### config.mk
export PLATFORM = sky130hd
export DESIGN_NAME = hemanth_dmem_responder_flat
export DESIGN_NICKNAME = d
export VERILOG_FILES = /design/src/rtl/hemanth_rv32i_pkg.sv /design/src/rtl/hemanth_dmem_responder_if.sv /design/src/rtl/hemanth_dmem_array.sv /design/src/rtl/hemanth_dmem_responder.sv /design/src/flat_wrapper.sv
export SDC_FILE = /design/constraint.sdc
export NUM_CORES = 1
export LEC_CHECK = 0
export BUFFER_PORTS_ARGS = -buffer_cell sky130_fd_sc_hd__buf_4
export CORE_MARGIN = 5
export CORE_UTILIZATION = 30
export DETAILED_ROUTE_END_ITERATION = 10
export HOLD_SLACK_MARGIN = 0.05
export PLACE_DENSITY = 0.43
export SETUP_SLACK_MARGIN = 0.15
export SYNTH_ARGS = -nofsm -noshare
export SYNTH_HDL_FRONTEND = slang
export SYNTH_SLANG_ARGS = --single-unit
### constraint.sdc
create_clock -name clk -period 4.2 [get_ports clk]
set_clock_uncertainty 0.1 [all_clocks]
set_input_delay 0.84 -clock clk [delete_from_list [all_inputs] [get_ports clk]]
set_output_delay 0.84 -clock clk [all_outputs]
set_load 0.1 [all_outputs]
### src/rtl/hemanth_rv32i_pkg.sv
// Shared definitions for the hemanth_rv32i core and its data-memory responder.
package hemanth_rv32i_pkg;

    localparam logic [6:0] M_TYPE = 7'd1;
    localparam logic [2:0] LW     = 3'd0;
    localparam logic [2:0] SW     = 3'd1;

    typedef enum logic [1:0] {
        DM_IDLE = 2'd0,
        DM_WAIT = 2'd1,
        DM_RESP = 2'd2
    } dmem_state_t;

    // Word address is valid only if no bit at or above position aw is set.
    function automatic logic addr_in_range(input logic [31:0] addr, input int unsigned aw);
        return (addr >> aw) == 32'd0;
    endfunction

endpackage

### src/rtl/hemanth_dmem_responder_if.sv
// Request/response channel between the core memory stage and the data-memory responder.
interface hemanth_dmem_responder_if;

    logic        req_valid;
    logic        req_we;
    logic [31:0] req_addr;
    logic [31:0] req_wdata;
    logic        req_ready;
    logic        rsp_valid;
    logic        rsp_ready;
    logic [31:0] rsp_rdata;
    logic        rsp_err;

    modport master (
        output req_valid, req_we, req_addr, req_wdata, rsp_ready,
        input  req_ready, rsp_valid, rsp_rdata, rsp_err
    );

    modport slave (
        input  req_valid, req_we, req_addr, req_wdata, rsp_ready,
        output req_ready, rsp_valid, rsp_rdata, rsp_err
    );

endinterface

### src/rtl/hemanth_dmem_array.sv
// Single-port DEPTH x 32 word array: synchronous write, registered read.
module hemanth_dmem_array #(
    parameter int DEPTH  = 32,
    parameter int ADDR_W = 5
) (
    input  logic              clk,
    input  logic              en_i,
    input  logic              we_i,
    input  logic [ADDR_W-1:0] addr_i,
    input  logic [31:0]       wdata_i,
    output logic [31:0]       rdata_o
);

    logic [31:0] mem_q [DEPTH];
    logic [31:0] rdata_q;

    // NOTE: storage has no reset; contents are undefined until written, so it maps onto plain RAM.
    always_ff @(posedge clk) begin
        if (en_i) begin
            if (we_i) begin
                mem_q[addr_i] <= wdata_i;
            end else begin
                rdata_q <= mem_q[addr_i];
            end
        end
    end

    assign rdata_o = rdata_q;

endmodule

### src/rtl/hemanth_dmem_responder.sv
// Data-memory responder: one request at a time, WAIT_CYCLES wait states, held response.
module hemanth_dmem_responder
    import hemanth_rv32i_pkg::*;
#(
    parameter int DEPTH       = 32,
    parameter int ADDR_W      = 5,
    parameter int WAIT_CYCLES = 1
) (
    input  logic                           clk,
    input  logic                           RN,
    hemanth_dmem_responder_if.slave        bus,
    output logic [7:0]                     rd_count,
    output logic [7:0]                     wr_count
);

    dmem_state_t       state_q, state_d;
    logic [3:0]        cnt_q, cnt_d;
    logic              we_q, we_d;
    logic [ADDR_W-1:0] idx_q, idx_d;
    logic [31:0]       wdata_q, wdata_d;
    logic              oor_q, oor_d;
    logic              err_q, rd_ok_q;
    logic [7:0]        rd_count_q, wr_count_q;

    // Access fields seen at the commit edge (bypass the latches when there are no wait states).
    logic              commit;
    logic              acc_we, acc_oor;
    logic [ADDR_W-1:0] acc_idx;
    logic [31:0]       acc_wdata;
    logic [31:0]       arr_rdata;
    logic              arr_en;

    // NOTE: every variable gets a default first so no path leaves one unassigned and infers a latch.
    always_comb begin
        state_d   = state_q;
        cnt_d     = cnt_q;
        we_d      = we_q;
        idx_d     = idx_q;
        wdata_d   = wdata_q;
        oor_d     = oor_q;
        commit    = 1'b0;
        acc_we    = we_q;
        acc_idx   = idx_q;
        acc_wdata = wdata_q;
        acc_oor   = oor_q;

        unique case (state_q)
            DM_IDLE: begin
                if (bus.req_valid) begin
                    we_d      = bus.req_we;
                    idx_d     = bus.req_addr[ADDR_W-1:0];
                    wdata_d   = bus.req_wdata;
                    oor_d     = !addr_in_range(bus.req_addr, ADDR_W);
                    acc_we    = we_d;
                    acc_idx   = idx_d;
                    acc_wdata = wdata_d;
                    acc_oor   = oor_d;
                    if (WAIT_CYCLES == 0) begin
                        state_d = DM_RESP;
                        commit  = 1'b1;
                    end else begin
                        state_d = DM_WAIT;
                        cnt_d   = 4'(WAIT_CYCLES);
                    end
                end
            end
            DM_WAIT: begin
                cnt_d = cnt_q - 4'd1;
                if (cnt_q == 4'd1) begin
                    state_d = DM_RESP;
                    commit  = 1'b1;
                end
            end
            DM_RESP: begin
                if (bus.rsp_ready) begin
                    state_d = DM_IDLE;
                end
            end
            default: state_d = DM_IDLE;
        endcase
    end

    // NOTE: sequential state uses non-blocking assignments so all registers update from pre-edge values.
    always_ff @(posedge clk) begin
        if (RN) begin
            state_q    <= DM_IDLE;
            cnt_q      <= 4'd0;
            we_q       <= 1'b0;
            idx_q      <= '0;
            wdata_q    <= 32'd0;
            oor_q      <= 1'b0;
            err_q      <= 1'b0;
            rd_ok_q    <= 1'b0;
            rd_count_q <= 8'd0;
            wr_count_q <= 8'd0;
        end else begin
            state_q <= state_d;
            cnt_q   <= cnt_d;
            we_q    <= we_d;
            idx_q   <= idx_d;
            wdata_q <= wdata_d;
            oor_q   <= oor_d;
            if (commit) begin
                err_q   <= acc_oor;
                rd_ok_q <= !acc_oor && !acc_we;
                if (!acc_oor) begin
                    if (acc_we) wr_count_q <= wr_count_q + 8'd1;
                    else        rd_count_q <= rd_count_q + 8'd1;
                end
            end else if (state_q == DM_RESP && bus.rsp_ready) begin
                err_q   <= 1'b0;
                rd_ok_q <= 1'b0;
            end
        end
    end

    // Reset wins over a commit so a pending write never reaches the array.
    assign arr_en = commit && !acc_oor && !RN;

    hemanth_dmem_array #(
        .DEPTH  (DEPTH),
        .ADDR_W (ADDR_W)
    ) u_array (
        .clk     (clk),
        .en_i    (arr_en),
        .we_i    (acc_we),
        .addr_i  (acc_idx),
        .wdata_i (acc_wdata),
        .rdata_o (arr_rdata)
    );

    assign bus.req_ready = (state_q == DM_IDLE);
    assign bus.rsp_valid = (state_q == DM_RESP);
    assign bus.rsp_err   = err_q;
    assign bus.rsp_rdata = rd_ok_q ? arr_rdata : 32'd0;
    assign rd_count      = rd_count_q;
    assign wr_count      = wr_count_q;

endmodule

### src/flat_wrapper.sv
// flat-port wrapper written by rule: the top's interface ports become plain ports
module hemanth_dmem_responder_flat import hemanth_rv32i_pkg::*;
#(
    parameter int DEPTH       = 32,
    parameter int ADDR_W      = 5,
    parameter int WAIT_CYCLES = 1
)
  (clk, RN, rd_count, wr_count, bus_req_valid, bus_req_we, bus_req_addr, bus_req_wdata, bus_rsp_ready, bus_req_ready, bus_rsp_valid, bus_rsp_rdata, bus_rsp_err);
  hemanth_dmem_responder_if bus_i ();
  input  logic clk;
  input  logic RN;
  output logic [7:0] rd_count;
  output logic [7:0] wr_count;
  input wire logic [$bits(bus_i.req_valid)-1:0] bus_req_valid;
  input wire logic [$bits(bus_i.req_we)-1:0] bus_req_we;
  input wire logic [$bits(bus_i.req_addr)-1:0] bus_req_addr;
  input wire logic [$bits(bus_i.req_wdata)-1:0] bus_req_wdata;
  input wire logic [$bits(bus_i.rsp_ready)-1:0] bus_rsp_ready;
  output wire logic [$bits(bus_i.req_ready)-1:0] bus_req_ready;
  output wire logic [$bits(bus_i.rsp_valid)-1:0] bus_rsp_valid;
  output wire logic [$bits(bus_i.rsp_rdata)-1:0] bus_rsp_rdata;
  output wire logic [$bits(bus_i.rsp_err)-1:0] bus_rsp_err;
  assign bus_i.req_valid = bus_req_valid;
  assign bus_i.req_we = bus_req_we;
  assign bus_i.req_addr = bus_req_addr;
  assign bus_i.req_wdata = bus_req_wdata;
  assign bus_i.rsp_ready = bus_rsp_ready;
  assign bus_req_ready = bus_i.req_ready;
  assign bus_rsp_valid = bus_i.rsp_valid;
  assign bus_rsp_rdata = bus_i.rsp_rdata;
  assign bus_rsp_err = bus_i.rsp_err;
  hemanth_dmem_responder #(.DEPTH(DEPTH), .ADDR_W(ADDR_W), .WAIT_CYCLES(WAIT_CYCLES)) u_core (.clk(clk), .RN(RN), .bus(bus_i), .rd_count(rd_count), .wr_count(wr_count));
endmodule
==> results.json, run 1 <==
{
  "run_status": "completed",
  "cts_buffers": 120,
  "ctsHtreeMaxLevel": 3,
  "fin_hold_ws_ps": 272,
  "critical_path_peak_fanout": 14,
  "async_flop_share_pct": 0,
  "timing.critical_path.mode_cell": "sky130_fd_sc_hd__buf_4",
  "clk_pin_slew_ps": 60,
  "ff2ff_path_depth": 9,
  "route.detailed.drc": 0,
  "drv_slew": 0,
  "clock-root-buffer": "sky130_fd_sc_hd__clkbuf_16",
  "ctsResizeCount": 0,
  "p_comb_share_pct": 10.0,
  "ys.flop_type": "sky130_fd_sc_hd__edfxtp_1",
  "route.antenna.remaining_nets": 0,
  "post_drt_wl_per_cell_um": 25.5,
  "setup.worst_path.start_class": "register",
  "place.detailed.hpwl_um": 79900,
  "maxUsedRoutingLayer": "met4",
  "p_seq_share_pct": 50.0,
  "hp-class": "in -> reg",
  "met3_wire_length_um": 7770,
  "mean_instance_size_in_the_synthesized_netlist_um2": 13.0,
  "switching_share_pct": 24.9,
  "core.rowCount": 140,
  "synth_common_cells": "sky130_fd_sc_hd__nand2_1 (1128), sky130_fd_sc_hd__edfxtp_1 (1056), sky130_fd_sc_hd__a21oi_1 (295)",
  "leakage_nw": 17.6,
  "drt-pass1-iter-count": 6,
  "regToRegSetupSlack_ps": 850,
  "mappedNetlistArea_um2": 43600,
  "layout-area-overhead-vs-synth_pct": 19.3,
  "initial_antenna_violation_count": 2,
  "net-switching-power_mw": 6.21,
  "path_class": "reg -> out",
  "worstHoldEndpoint": "u_core.wdata_q[24]$_SDFF_PP0_",
  "worstMarginPinSlew_ps": 1110,
  "met1_layer_wirelength_in_the_final_routing_um": 64000,
  "layout_worst_path_cycle_share_pct": 83.9,
  "congestion_overflow_gr": 0,
  "report.final.setup_viol": 0,
  "die_area_um2": 153000,
  "worst_skew_pair.late_latency_ps": 740,
  "first_pass_grt_wire_length_um": 202000,
  "start_point_of_the_worst_hold_path": "bus_req_wdata[24]",
  "synth.yosys.warnings": 0,
  "drv_cap": 0,
  "timing_hold_violations_final": 0,
  "tritoncts": "yes",
  "nNetsFinal": 3652,
  "cts-hold-fix-buffers": 0,
  "grt_start_max_net_pins": 85,
  "max-clock-path-buffers": 3,
  "yosysMostFrequentCell": "sky130_fd_sc_hd__nand2_1",
  "die_height_um": 391,
  "avgViaCountPerCell": 5.01,
  "die_width_um": 391,
  "grt_util_all_layers_pct": 18.4,
  "wl_met2_um": 67500,
  "core_um2": 145000,
  "internal_power_mw": 18.7,
  "vdd.ir_drop.worst_mv": 0.342,
  "worstPathArrival_ps": 2580,
  "detailroute.via_count": 28037,
  "setup_repair_after_global_routing_missed_its_margin": "false",
  "post_synth_main_area_contributors": "sky130_fd_sc_hd__edfxtp_1 (73%), sky130_fd_sc_hd__nand2_1 (9.7%), sky130_fd_sc_hd__a21oi_1 (3.4%)",
  "cts.sink_count": 1119,
  "crit_path_top_delay_cell": "sky130_fd_sc_hd__dfxtp_2",
  "clkPwrFrac_pct": 40.0,
  "first_global_vias": 27372,
  "crit-reg2reg-launch": "u_core.cnt_q[0]$_SDFFE_PP0P_",
  "gate_count_post_synth": 3360,
  "required_ps": 3260,
  "power_per_cell_area_nw_per_um2": 479,
  "boundaryPins": 120,
  "fin_tns_setup_ps": 0,
  "worst_path_largest_cell_delay_ps": 750,
  "synth-edff-count": 1056,
  "sequential_cell_area_fraction_in_the_yosys_report_pct": 75.6,
  "finalWeightedCongestion": 0.745,
  "syn_nets": 3433,
  "timing.fmax_ghz": 0.284,
  "postRouteWirelength_um": 142000,
  "initial_core_util_pct": 30.1,
  "end_kind": "output port",
  "drive_gt1_share_pct": 14.0,
  "synth.lib_cells_used.distinct": 42,
  "io_buffer_count": 119,
  "postCtsSetupBuffers": 0,
  "path_cells": "buf_4 > and2_1 > buf_4",
  "final_core_utilization_pct": 35.9,
  "synth.ff_latch_count": 1119,
  "timing.rr.end": "u_core.u_array.mem_q[24][30]$_DFFE_PP_",
  "initialDrtViolationCount": 2442,
  "max-slew-margin-rel_pct": 26.1,
  "hold_depth": 3,
  "finalWorstPathRequiredPeriod_ps": 3520,
  "synth.largest_area_cell": "sky130_fd_sc_hd__edfxtp_1",
  "synth_largest_type_area_fraction_pct": 72.7
}
## power groups by stage
stage	Sequential, mW	Combinational, mW	Clock, mW
floorplan	12.7	1.48	0
global placement	12.7	2.54	0
detailed placement	12.7	2.54	0
CTS	12.5	2.55	10.2
global route	12.5	2.75	10.7
finish	12.5	2.51	9.97
## cells in the final DEF (no fill, tap or decap), types with 3 or more instances in the layout
| master | count |
|---|---|
| sky130_fd_sc_hd__edfxtp_1 | 1056 |
| sky130_fd_sc_hd__nor2_1 | 33 |
| sky130_fd_sc_hd__bufinv_16 | 4 |
| sky130_fd_sc_hd__nand3_4 | 4 |
| sky130_fd_sc_hd__nor4_1 | 6 |
| sky130_fd_sc_hd__nand3_1 | 134 |
| sky130_fd_sc_hd__xor2_1 | 12 |
| sky130_fd_sc_hd__a31oi_1 | 131 |
| sky130_fd_sc_hd__mux2_2 | 4 |
| sky130_fd_sc_hd__clkinv_2 | 14 |
| sky130_fd_sc_hd__inv_6 | 3 |
| sky130_fd_sc_hd__nor2_4 | 32 |
| sky130_fd_sc_hd__clkinv_1 | 35 |
| sky130_fd_sc_hd__ha_1 | 4 |
| sky130_fd_sc_hd__buf_4 | 251 |
| sky130_fd_sc_hd__clkbuf_16 | 123 |
| sky130_fd_sc_hd__clkbuf_1 | 35 |
| sky130_fd_sc_hd__and3_1 | 4 |
| sky130_fd_sc_hd__dfxtp_1 | 62 |
| sky130_fd_sc_hd__a21oi_1 | 294 |
| sky130_fd_sc_hd__and2_1 | 32 |
| sky130_fd_sc_hd__nand2_1 | 1128 |
| sky130_fd_sc_hd__nand4_1 | 43 |
| sky130_fd_sc_hd__nor3_2 | 4 |
| sky130_fd_sc_hd__buf_12 | 60 |
| sky130_fd_sc_hd__a32oi_1 | 125 |
| sky130_fd_sc_hd__mux2i_1 | 6 |
| sky130_fd_sc_hd__a22oi_1 | 4 |
## layer usage
layer | global-route usage (%) | vias up
met5 | 0 | -
met4 | 4.63 | 0
met3 | 2.86 | 179
met2 | 30.0 | 827
met1 | 25.7 | 14269
li1 | - | 12762
## cell type report
class                           count  area (um^2)
Inverter                            2         7.51
Fill cell                       14128        93000
Timing Repair Buffer              311         3090
Clock inverter                     61          422
Multi-Input combinational cell   2025         9960
Antenna cell                        2         5.00
Clock buffer                      158         3210
Sequential cell                  1119        33000
Tap cell                         1917         2400
## registers in the layout, indices dropped and copies added, names as in the netlist
signal                  cells
u_core.u_array.mem_q     1024
u_core.u_array.rdata_o     32
u_core.wdata_q             32
u_core.rd_count             8
u_core.wr_count             8
u_core.idx_q                5
u_core.cnt_q                4
u_core.state_q              2
u_core.bus.rsp_err          1
u_core.oor_q                1
u_core.rd_ok_q              1
u_core.we_q                 1
## per-stage QoR
stage / cell area [um^2] / power (mW) / cells / worst slack, ps
final: 52100 / 25.0 / 5595 / 678
after global routing: 52100 / 25.9 / 5593 / 551
after CTS: 52100 / 25.3 / 5593 / 568
after detailed placement: 48400 / 15.3 / 5374 / 562
after global placement: 48400 / 15.3 / 5374 / 552
after floorplan: 43700 / 14.2 / 3360 / 82.2
## worst max-delay path by stage
stage,from,end,slack [ps]
floorplan,bus_req_valid,u_core.u_array.mem_q[11][0]$_DFFE_PP_,80
detailed placement,bus_req_valid,u_core.u_array.rdata_o[30]$_DFFE_PP_,560
finish,u_core.rd_ok_q$_SDFFE_PP0P_,bus_rsp_rdata[20],680
CTS,u_core.rd_ok_q$_SDFFE_PP0P_,bus_rsp_rdata[20],570
global route,u_core.rd_ok_q$_SDFFE_PP0P_,bus_rsp_rdata[20],550
global placement,bus_req_valid,u_core.u_array.rdata_o[30]$_DFFE_PP_,550
## critical path: cells and delay by family, from the launching register on
kind	cells	cell delay, ps
flip-flops	1	750
buffers and inverters	2	690
AND/OR/NAND/NOR	1	390
## cell families (layout without fill, tap and decap cells)
family	count (synthesis)	count (layout)	synth area share, %
compound gates	562	562	7.97
xor+xnor	14	14	0.281
simple gates	1435	1435	13.5
flops	1119	1119	75.6
fa+ha+maj	4	4	0.115
mux	10	10	0.241
other cells	0	2	0
buf+inv	216	532	2.38
Power figures use the tool's default switching activity.
==> run 2, diff against run 1 <==
==> constraint.sdc (replaced) <==
create_clock -name clk -period 3 [get_ports clk]
set_clock_uncertainty 0.1 [all_clocks]
set_input_delay 0.6 -clock clk [delete_from_list [all_inputs] [get_ports clk]]
set_output_delay 0.6 -clock clk [all_outputs]
set_load 0.1 [all_outputs]
==> run 2 against run 1 <==
  * Sequential share of layout area fell by 3.4 points
  * Highest routed layer is now met5
  * Sequential power grew 40%
  * Combinational power increased by 59%
  * Largest cell class unchanged
  * Worst setup slack worse by 470 ps
  * Die area stayed put
  * Count of clock-buffer cells in the layout rose by 14
  * Design area is 5.7% higher
  * Critical path type is now reg -> reg
  * Hold slack got worse by 140 ps
==> results.json, run 2 (synthesized netlist as in run 1, its figures left out) <==
{
  "post_drt_wl_per_cell_um": 25.5,
  "final_worst_setup_slack_ps": 212,
  "hp-class": "in -> reg",
  "critical_path_peak_fanout": 12,
  "first_pass_grt_wire_length_um": 207000,
  "detailroute.via_count": 28733,
  "timing_hold_violations_final": 0,
  "fin_total_pwr_mw": 36.1,
  "grt_util_all_layers_pct": 18.7,
  "ctsHtreeMaxLevel": 3,
  "drv_slew": 0,
  "vdd.ir_drop.worst_mv": 0.454,
  "initial_antenna_violation_count": 11,
  "fin_tns_setup_ps": 0,
  "core_um2": 145000,
  "layout-area-overhead-vs-synth_pct": 26.1,
  "cts_buffers": 121,
  "tritoncts": "yes",
  "run_status": "completed",
  "congestion_overflow_gr": 0,
  "first_global_vias": 27971,
  "setup.worst_path.start_class": "register",
  "postRouteWirelength_um": 148000,
  "io_buffer_count": 119,
  "finalWeightedCongestion": 0.767,
  "worstPathArrival_ps": 3110,
  "final_common_cell": "sky130_fd_sc_hd__nand2_1",
  "die_width_um": 391,
  "fin_hold_ws_ps": 127,
  "post-place-ws_ps": -326,
  "regToRegSetupSlack_ps": 210,
  "worst_skew_pair.late_latency_ps": 750,
  "initialDrtViolationCount": 2595,
  "required_ps": 3320,
  "placedInstanceArea_um2": 50400,
  "mostFrequentLayoutCells": "sky130_fd_sc_hd__nand2_1 (1124), sky130_fd_sc_hd__edfxtp_1 (1056), sky130_fd_sc_hd__buf_4 (322)",
  "path_class": "reg -> reg",
  "die_height_um": 391,
  "fillerInstances": 13867,
  "boundaryPins": 120,
  "timing.fmax_ghz": 0.359,
  "cts.sink_count": 1119,
  "max-clock-path-buffers": 3,
  "setup_repair_after_global_routing_missed_its_margin": "true",
  "route.detailed.drc": 0,
  "grt_start_max_net_pins": 65,
  "worstMarginPinSlew_ps": 948,
  "drive_gt1_share_pct": 18.3,
  "finalWorstPathRequiredPeriod_ps": 2790,
  "max-slew-margin-rel_pct": 36.6,
  "end_kind": "register",
  "leakage_nw": 19.0,
  "layout_worst_path_cycle_share_pct": 92.9,
  "clk_pin_slew_ps": 70,
  "drt-pass1-iter-count": 6,
  "placedCellCount": 5508,
  "largest_register_ff_count": 1024,
  "initial_core_util_pct": 30.1,
  "largest_register": "u_core.u_array.mem_q",
  "clock-root-buffer": "sky130_fd_sc_hd__clkbuf_16",
  "drv_cap": 0,
  "place.detailed.hpwl_um": 88900,
  "route.antenna.remaining_nets": 0,
  "final_cell_count_no_fill": 5790,
  "final_area_um2": 55000,
  "core.rowCount": 140,
  "die_area_um2": 153000,
  "nNetsFinal": 3840,
  "final_core_utilization_pct": 37.9,
  "report.final.setup_viol": 0,
  "avgViaCountPerCell": 4.96,
  "power_per_cell_area_nw_per_um2": 657
}
-- run 2: changes by cell type in the layout (fill, tap and decap cells not counted), sizes merged --
cell,previous run,this run
clkbuf,158,178
buf,311,460
bufinv,4,7
inv,6,5
dlygate4sd3,0,32
diode,2,3
clkinv,51,42
-- run 2: report_power, final --
group,switching (mW),internal [mW]
clock network,6.23,8.44
registers,0.0444,17.4
logic,2.62,1.38
-- run 2: path summary, 6_finish.rpt --
| kind | start | to | depth (start not counted) |
|---|---|---|---|
| setup / recovery | u_core.state_q[0]$_SDFFE_PP0P_ | u_core.u_array.mem_q[25][7]$_DFFE_PP_ | 8 |
| hold / removal | bus_req_wdata[22] | u_core.wdata_q[22]$_SDFF_PP0_ | 3 |
| setup reg to reg | u_core.state_q[0]$_SDFFE_PP0P_ | u_core.u_array.mem_q[25][7]$_DFFE_PP_ | 8 |
| hold reg to reg | u_core.wdata_q[30]$_SDFF_PP0_ | u_core.wdata_q[30]$_SDFF_PP0_ | 2 |
-- run 2: timing repair --
action / in CTS / in global routing
setup endpoints to repair: 262 / 558
hold endpoints to repair: 33 / 0
pin swaps: 2 / 6
hold buffers: 32 / 0
setup buffers: 3 / 12
resized for setup: 6 / 13
cloned: 0 / 6
-- run 2: layout make-up --
| cell class | instances | area [um^2] | share of cell area (%) |
|---|---|---|---|
| repair buffers | 498 | 5650 | 10.3 |
| clock inverters | 54 | 485 | 0.883 |
| well taps | 1917 | 2400 | 4.36 |
| multi-input cells | 2025 | 10100 | 18.3 |
| inverters | 2 | 7.51 | 0.0136 |
| flip-flops and latches | 1119 | 33000 | 60.0 |
| clock buffers | 172 | 3390 | 6.17 |
| diodes | 3 | 7.51 | 0.0136 |
-- run 2: critical path, cell delays in order, from the launching register on --
cell,delay [ps]
sky130_fd_sc_hd__dfxtp_2,350
sky130_fd_sc_hd__buf_4,180
sky130_fd_sc_hd__and4bb_2,370
sky130_fd_sc_hd__a21o_4,250
sky130_fd_sc_hd__buf_16,230
sky130_fd_sc_hd__buf_4,220
sky130_fd_sc_hd__nand2_4,190
sky130_fd_sc_hd__nor2_4,280
sky130_fd_sc_hd__buf_12,220
-- run 2: routing by layer --
layer | vias to the layer above | global-route usage [%] | share of wire (%)
li1 | 13168 | - | -
met1 | 14508 | 27.0 | 46
met2 | 858 | 29.7 | 46
met3 | 195 | 3.20 | 5.7
met4 | 4 | 4.31 | 2.1
met5 | - | 0 | 0.023
